[config.mk]
export PLATFORM = sky130hd
export DESIGN_NAME = move_collector
export DESIGN_NICKNAME = d
export VERILOG_FILES = /design/src/rtl/chess_pkg.sv /design/src/rtl/move_fifo.sv /design/src/rtl/move_collector.sv
export SDC_FILE = /design/constraint.sdc
export NUM_CORES = 1
export LEC_CHECK = 0
export CAP_MARGIN = 20
export CORE_UTILIZATION = 34
export CTS_BUF_LIST = sky130_fd_sc_hd__clkbuf_4 sky130_fd_sc_hd__clkbuf_8 sky130_fd_sc_hd__clkbuf_16
export DETAILED_ROUTE_END_ITERATION = 8
export PLACE_DENSITY = 0.6
export SYNTH_ARGS = -nofsm -noshare
export SYNTH_HDL_FRONTEND = slang
export SYNTH_SLANG_ARGS = --single-unit
[constraint.sdc]
create_clock -name clk -period 4.93 [get_ports clk]
set_input_delay 0.493 -clock clk [delete_from_list [all_inputs] [get_ports clk]]
set_output_delay 0.493 -clock clk [all_outputs]
set_load 0.01 [all_outputs]
[src/rtl/chess_pkg.sv]
// chess_pkg: shared definitions for the move collector.
//   - Move-word field offsets/widths and the reserved-bit mask.
//   - EMPTY_MOVE_OUT: value shown on the move outputs when nothing is queued.
//   - dir_e: 4-bit direction encoding, equal to the snapshot word index.
//   - move_t: one queued move, as carried through the output FIFO.
//   - state_e: collector FSM states.
package chess_pkg;

   localparam int NUM_DIRS = 16;
   localparam int WORD_W   = 32;
   localparam int IDX_W    = 4;

   localparam int CAP_LSB   = 24;
   localparam int CAP_W     = 6;
   localparam int FROM_LSB  = 16;
   localparam int FROM_W    = 6;
   localparam int PIECE_LSB = 9;
   localparam int PIECE_W   = 5;
   localparam int FLAG_BIT  = 8;
   localparam int TO_LSB    = 0;
   localparam int TO_W      = 6;

   // Bits [31:30], [23:22], [15:14], [7:6] carry no field.
   localparam logic [WORD_W-1:0] RSVD_MASK      = 32'hC0C0_C0C0;
   localparam logic [WORD_W-1:0] EMPTY_MOVE_OUT = 32'h0000_0000;

   typedef enum logic [IDX_W-1:0] {
      DIR_U   = 4'd0,  DIR_D   = 4'd1,  DIR_L   = 4'd2,  DIR_R   = 4'd3,
      DIR_UL  = 4'd4,  DIR_UR  = 4'd5,  DIR_DL  = 4'd6,  DIR_DR  = 4'd7,
      DIR_UUL = 4'd8,  DIR_UUR = 4'd9,  DIR_LLU = 4'd10, DIR_RRU = 4'd11,
      DIR_DDL = 4'd12, DIR_DDR = 4'd13, DIR_LLD = 4'd14, DIR_RRD = 4'd15
   } dir_e;

   typedef struct packed {
      logic [CAP_W-1:0]   capture;
      logic [FROM_W-1:0]  from;
      logic [PIECE_W-1:0] piece;
      logic               flag;
      logic [TO_W-1:0]    to;
      dir_e               dir;
   } move_t;

   typedef enum logic [1:0] {
      ST_IDLE  = 2'd0,
      ST_SCAN  = 2'd1,
      ST_DRAIN = 2'd2
   } state_e;

endpackage

[src/rtl/move_fifo.sv]
// move_fifo: synchronous FIFO, DEPTH entries (power of two) of W bits.
// Ports:
//   clk, clear         clock, synchronous active-high reset (empties FIFO)
//   push, din          write request / data; ignored while full
//   pop, dout          read request / head data; pop ignored while empty
//   full, empty        occupancy flags
module move_fifo #(
   parameter int DEPTH = 4,
   parameter int W     = 28
) (
   input  logic         clk,
   input  logic         clear,
   input  logic         push,
   input  logic [W-1:0] din,
   input  logic         pop,
   output logic [W-1:0] dout,
   output logic         full,
   output logic         empty
);

   localparam int AW = (DEPTH > 1) ? $clog2(DEPTH) : 1;

   logic [W-1:0]  mem [DEPTH];
   logic [AW-1:0] wr_ptr, rd_ptr;
   logic [AW:0]   count;
   logic          do_push, do_pop;

   assign full    = (count == (AW+1)'(DEPTH));
   assign empty   = (count == '0);
   assign do_push = push & ~full;
   assign do_pop  = pop & ~empty;
   assign dout    = mem[rd_ptr];

   // Storage carries no reset; occupancy is tracked by count alone.
   always_ff @(posedge clk) begin
      if (do_push) mem[wr_ptr] <= din;
   end

   // Pointers wrap naturally because DEPTH is a power of two.
   always_ff @(posedge clk) begin
      if (clear) begin
         wr_ptr <= '0;
         rd_ptr <= '0;
         count  <= '0;
      end else begin
         if (do_push) wr_ptr <= wr_ptr + 1'b1;
         if (do_pop)  rd_ptr <= rd_ptr + 1'b1;
         count <= count + (AW+1)'(do_push) - (AW+1)'(do_pop);
      end
   end

endmodule

[src/rtl/move_collector.sv]
// move_collector: latches a 16-word move snapshot, scans it one word per
// cycle in index order, and queues every non-empty word as a decoded move
// into an output FIFO drained through a valid/ready handshake.
// Ports:
//   clk, clear              clock, synchronous active-high reset
//   snap_valid, snap_ready  snapshot handshake (ready only in IDLE)
//   moves_in[511:0]         16 packed move words, word i at [32i+31:32i]
//   mv_valid, mv_ready      output handshake; mv_valid = FIFO non-empty
//   mv_capture/from/piece/flag/to/dir   FIFO head fields (zero when empty)
//   scan_done               one-cycle pulse when a scan has fully drained
//   move_count              non-empty words queued from the last snapshot
//   err_count               saturating count of dropped malformed words
// Build option: define MOVE_CHECK_EN to drop words with reserved bits set;
// without it reserved bits are ignored and err_count is tied to 0.
module move_collector
   import chess_pkg::*;
#(
   parameter int FIFO_DEPTH = 4
) (
   input  logic                      clk,
   input  logic                      clear,
   input  logic                      snap_valid,
   output logic                      snap_ready,
   input  logic [NUM_DIRS*WORD_W-1:0] moves_in,
   output logic                      mv_valid,
   input  logic                      mv_ready,
   output logic [CAP_W-1:0]          mv_capture,
   output logic [FROM_W-1:0]         mv_from,
   output logic [PIECE_W-1:0]        mv_piece,
   output logic                      mv_flag,
   output logic [TO_W-1:0]           mv_to,
   output logic [IDX_W-1:0]          mv_dir,
   output logic                      scan_done,
   output logic [4:0]                move_count,
   output logic [7:0]                err_count
);

   localparam int MW = $bits(move_t);

   state_e                            state_q, state_d;
   logic [NUM_DIRS-1:0][WORD_W-1:0]   snap_q;
   logic [IDX_W-1:0]                  idx_q;
   logic [4:0]                        cnt_q;
   logic [WORD_W-1:0]                 cur_word;
   move_t                             cur_move, head;
   logic [MW-1:0]                     fifo_dout;
   logic                              fifo_full, fifo_empty;
   logic                              push, pop, consume, bad_word, accept;

   assign cur_word = snap_q[idx_q];
   assign accept   = (state_q == ST_IDLE) & snap_valid;

`ifdef MOVE_CHECK_EN
   assign bad_word = |(cur_word & RSVD_MASK);
`else
   assign bad_word = 1'b0;
`endif

   always_comb begin
      cur_move         = '0;
      cur_move.capture = cur_word[CAP_LSB +: CAP_W];
      cur_move.from    = cur_word[FROM_LSB +: FROM_W];
      cur_move.piece   = cur_word[PIECE_LSB +: PIECE_W];
      cur_move.flag    = cur_word[FLAG_BIT];
      cur_move.to      = cur_word[TO_LSB +: TO_W];
      cur_move.dir     = dir_e'(idx_q);
   end

   // Next state / scan control. A word is consumed when skipped, dropped or
   // pushed; a valid word meeting a full FIFO stalls even if a pop happens
   // this cycle, since the push decision looks only at the registered flag.
   always_comb begin
      state_d    = state_q;
      push       = 1'b0;
      consume    = 1'b0;
      scan_done  = 1'b0;
      snap_ready = (state_q == ST_IDLE);
      case (state_q)
         ST_IDLE:  if (snap_valid) state_d = ST_SCAN;
         ST_SCAN: begin
            if (cur_word == '0 || bad_word) begin
               consume = 1'b1;
            end else if (!fifo_full) begin
               push    = 1'b1;
               consume = 1'b1;
            end
            if (consume && idx_q == IDX_W'(NUM_DIRS-1)) state_d = ST_DRAIN;
         end
         ST_DRAIN: begin
            if (fifo_empty) begin
               scan_done = 1'b1;
               state_d   = ST_IDLE;
            end
         end
         default:  state_d = ST_IDLE;
      endcase
   end

   always_ff @(posedge clk) begin
      if (clear) begin
         state_q <= ST_IDLE;
         snap_q  <= '0;
         idx_q   <= '0;
         cnt_q   <= '0;
      end else begin
         state_q <= state_d;
         if (accept) begin
            snap_q <= moves_in;
            idx_q  <= '0;
            cnt_q  <= '0;
         end
         // Index parks at 15 at the end of a scan instead of wrapping.
         if (consume && idx_q != IDX_W'(NUM_DIRS-1)) idx_q <= idx_q + 1'b1;
         if (push) cnt_q <= cnt_q + 1'b1;
      end
   end

`ifdef MOVE_CHECK_EN
   logic [7:0] err_q;
   logic       drop;
   assign drop = (state_q == ST_SCAN) & (cur_word != '0) & bad_word;

   always_ff @(posedge clk) begin
      if (clear)                     err_q <= '0;
      else if (drop && err_q != '1)  err_q <= err_q + 1'b1;
   end
   assign err_count = err_q;
`else
   assign err_count = '0;
`endif

   move_fifo #(.DEPTH(FIFO_DEPTH), .W(MW)) u_fifo (
      .clk   (clk),
      .clear (clear),
      .push  (push),
      .din   (cur_move),
      .pop   (pop),
      .dout  (fifo_dout),
      .full  (fifo_full),
      .empty (fifo_empty)
   );

   assign mv_valid = ~fifo_empty;
   assign pop      = mv_valid & mv_ready;
   assign head     = fifo_empty ? move_t'(EMPTY_MOVE_OUT[MW-1:0]) : move_t'(fifo_dout);

   assign mv_capture = head.capture;
   assign mv_from    = head.from;
   assign mv_piece   = head.piece;
   assign mv_flag    = head.flag;
   assign mv_to      = head.to;
   assign mv_dir     = head.dir;
   assign move_count = cnt_q;

endmodule

==> impl_metrics.yaml <==
outcome:
  status: "finished clean"
clocking:
  ctsHoldBuffers: 0
  post-cts-setup-buffer-count: 0
  max-clock-path-buffers: 3
  ctsRootBufferMaster: "sky130_fd_sc_hd__clkbuf_16"
  clk-insertion-delay-late_ns: 0.62
  htree_levels: 3
  cts_made_buffers: 71
  post_cts_resized: 0
  cts_tree: "done"
  clk_transition_reported_paths_ns: 0.07
  clock_sinks: 644
drt:
  vias: 22600
  detail_route.wl_per_cell_um: 23.6
  ant_nets: 0
  drt_first_iter_violations: 2373
  via_per_inst: 5.18
  finalWirelength_mm: 103
  post-route-drc-count: 0
  firstDrtPassIters: 5
timing:
  timing.final.max_slew_violations: 0
  final-setup-viol-count: 0
  min_period_over_period_pct: 83.7
  fin_skew_ns: 0.0272
  final_setup_tns_ns: 0
  period_needed_ns: 4.13
  fmaxAchievable_ghz: 0.242
  timing.slew.headroom_pct: 39.8
  hold_viol: 0
  unrepaired_setup_endpoints_after_global_routing: "false"
  tightestPinTransition_ns: 0.903
worst_setup_path:
  cpMostUsedCell: "sky130_fd_sc_hd__nor2_1"
  required_ns: 5.40
  startpoint: "idx_q[2]"
  critical_path_arrival_ns: 4.60
  timing.reg2reg.worst_path_depth: 12
  regToRegStartpoint: "idx_q[2]"
  critical-path-max-stage-delay_ns: 0.62
  cpMaxStageDelayCell: "sky130_fd_sc_hd__dfxtp_4"
  cp_cell_sequence: "buf_12 > mux4_2 > a22oi_1 > nand3_1 > nor4_1 > and4_1 > and3_4 > nor2_1 > ha_1 > fa_1 > xnor2_1 > nor2_1"
  critical_path.endpoint_type: "flip-flop"
  element_type_at_the_critical_path_start: "flip-flop"
  critPathKind: "flip-flop to flip-flop"
  crit_fanout: 63
pwr:
  power_leakage_uw: 0.0124
  comb_power_share_pct: 18.5
  power-per-cell-area_mw_per_mm2: 400
  switching_power_as_a_share_of_total_power_pct: 27.3
  power.share.clock_pct: 38.8
  internal-power_uw: 10200
  total_switching_power_uw: 3820
  p_seq_share_pct: 42.7
  vdd.ir_drop.worst_v: 0.000212
synth:
  synth_enable_flop_cells: 112
  synth_sequential_area_ratio_pct: 53.2
  synth.cell_area_sq_mm: 0.0263
  synth-warning-count: 0
  dominantRegCellSynth: "sky130_fd_sc_hd__dfxtp_1"
  synth_cell_type_count: 60
  async_s_r_ff_share_synth_pct: 0
  postSynthCellCount: 2842
  postSynthAreaPerCell_sq_um: 9.26
  synth-seq-cells: 644
grt:
  gr-usage-met2_pct: 41.3
  overflow_after_grt: 0
  grt_antenna_before_repair: 14
  global_route.usage.total_pct: 25.5
  grt_busiest_layer: "met2"
  grt_start_max_net_pins: 176
  grtUsageMet1_pct: 34.4
  groute.layer.met3.usage_pct: 4.67
  global_route_wire_length_before_repair_mm: 146
  first_global_vias: 21100
floorplanning:
  rows: 101
  die-area_sq_mm: 0.0785
  coreArea_sq_mm: 0.0763
  design.portCount: 560
  die_y_um: 280
  dieWidth_um: 280
  starting_density_of_the_core_pct: 34.5
finish:
  final_cell_area_sq_mm: 0.0349
  drive_above_1_share_pct: 9.04
  post-route-util_pct: 45.8
  layout-area-overhead-vs-synth_pct: 32.7
  design.final.nets: 3795
flow_run:
  cap_violations: 0
worst_hold_path:
  holdCritStartpoint: "moves_in[238]"
  timing.hold.worst_path_depth: 3
  worstHoldPathType: "input port to flip-flop"
place:
  placement.cell_area_sq_mm: 0.0325
  place_congestion: 0.895
  hpwl_mm: 77.5
  placement.io_buffers: 551
-- synthesized netlist by cell type, types with 8 or more instances --
cell                       count  area share, %
sky130_fd_sc_hd__a21oi_1     524             10
sky130_fd_sc_hd__a22oi_1      28           0.80
sky130_fd_sc_hd__and2_1       33           0.78
sky130_fd_sc_hd__buf_2        10           0.19
sky130_fd_sc_hd__buf_4        27           0.77
sky130_fd_sc_hd__clkbuf_1    185            2.6
sky130_fd_sc_hd__dfxtp_1     532             40
sky130_fd_sc_hd__edfxtp_1    112             13
sky130_fd_sc_hd__ha_1          8           0.38
sky130_fd_sc_hd__mux2i_1      24           0.91
sky130_fd_sc_hd__mux4_2      119             10
sky130_fd_sc_hd__nand2_1    1047             15
sky130_fd_sc_hd__nand3_1      24           0.46
sky130_fd_sc_hd__nor2_1       22           0.31
sky130_fd_sc_hd__nor2b_1      10           0.24
sky130_fd_sc_hd__nor3_1        8           0.15
sky130_fd_sc_hd__nor4_1       14           0.33
sky130_fd_sc_hd__o21ai_0       8           0.15
sky130_fd_sc_hd__or4_1        10           0.29
-- power by group through the flow --
stage               Sequential [uW]  Clock, uW  Combinational, uW
global placement               6080          0               2600
finish                         5970       5420               2590
floorplan                      5910          0               1390
CTS                            5960       5480               2630
detailed placement             6080          0               2620
global route                   6000       5680               2790
-- final timing paths --
check,slack [ns],to
worst max-delay path,0.80,u_fifo.count[2]
worst min-delay path,0.42,snap_q[238]
worst max register to register,0.80,u_fifo.count[2]
worst min register to register,0.45,snap_q[30]
-- placed cells by master (no fill, tap or decap), drive strengths merged, types with 5 or more instances in the layout --
cell type / count
nand2: 1047
clkdlybuf4s50: 550
dfxtp: 532
a21oi: 525
mux4: 123
edfxtp: 112
clkbuf: 102
and2: 33
buf: 31
a22oi: 29
nand3: 24
mux2i: 24
nor2: 23
nor4: 14
clkinv: 13
inv: 12
diode: 10
or4: 10
nor2b: 10
o21ai: 10
nor3: 9
ha: 8
conb: 8
or4b: 7
o22ai: 7
and3: 6
a22o: 5
nor3b: 5
-- per-stage QoR --
| step | power (uW) | instances | setup slack [ns] | hold slack (ns) |
|---|---|---|---|---|
| final | 14000 | 4360 | 0.802 | 0.421 |
| after global routing | 14500 | 4356 | 0.523 | 0.405 |
| after CTS | 14100 | 4350 | 0.784 | 0.377 |
| after detailed placement | 8700 | 4227 | 0.794 | 0.441 |
| after global placement | 8680 | 4227 | 0.842 | 0.437 |
| after floorplan | 7300 | 2849 | 1.63 | 0.431 |
-- cell families (layout without fill, tap and decap cells) --
family / after synthesis / count (layout) / share of synthesized area [%]
AND/OR/NAND/NOR: 1204 / 1204 / 18.6
flip-flops: 644 / 644 / 53.2
AO/OA/AOI/OAI: 588 / 588 / 11.8
buffers and inverters: 240 / 711 / 4.12
multiplexers: 151 / 151 / 11.7
adder cells (fa/ha/maj): 9 / 9 / 0.456
XOR/XNOR: 5 / 5 / 0.166
other: 1 / 18 / 0.0142
-- sequential cells by signal, indices dropped and copies added, names as in the netlist, named ones only --
| name | flops |
|---|---|
| u_fifo.mem | 112 |
| u_fifo.rd_ptr | 2 |
| u_fifo.wr_ptr | 2 |
| snap_q | 512 |
| move_count | 5 |
| idx_q | 4 |
| state_q | 2 |
| u_fifo.count | 3 |
-- area by class of cell --
class | instances | area (sq um)
clock inverter | 21 | 243
inverter | 7 | 26.3
antenna | 10 | 25.0
timing repair buffer | 581 | 5930
fill | 7448 | 41400
tap | 1030 | 1290
sequential | 644 | 14000
multi-input combinational | 1965 | 11300
clock buffer | 102 | 2130
-- metal layers --
| metal | wire length, um | part of all wire [%] | up-vias |
|---|---|---|---|
| met3 | 7640 | 7.4 | 122 |
| met4 | 2820 | 2.7 | 6 |
| met5 | 41 | 0.040 | - |
| li1 | - | - | 10600 |
| met1 | 43400 | 42 | 11000 |
| met2 | 49000 | 48 | 888 |
-- worst max-delay path, delay by kind of cell, from the launching register on --
family	cells	cell delay (ns)
multiplexers	1	0.55
AO/OA/AOI/OAI	1	0.34
flip-flops	1	0.62
adder cells (fa/ha/maj)	2	0.63
buffers and inverters	1	0.37
XOR/XNOR	1	0.16
AND/OR/NAND/NOR	6	1.25
(Power assumes the default switching activity.)
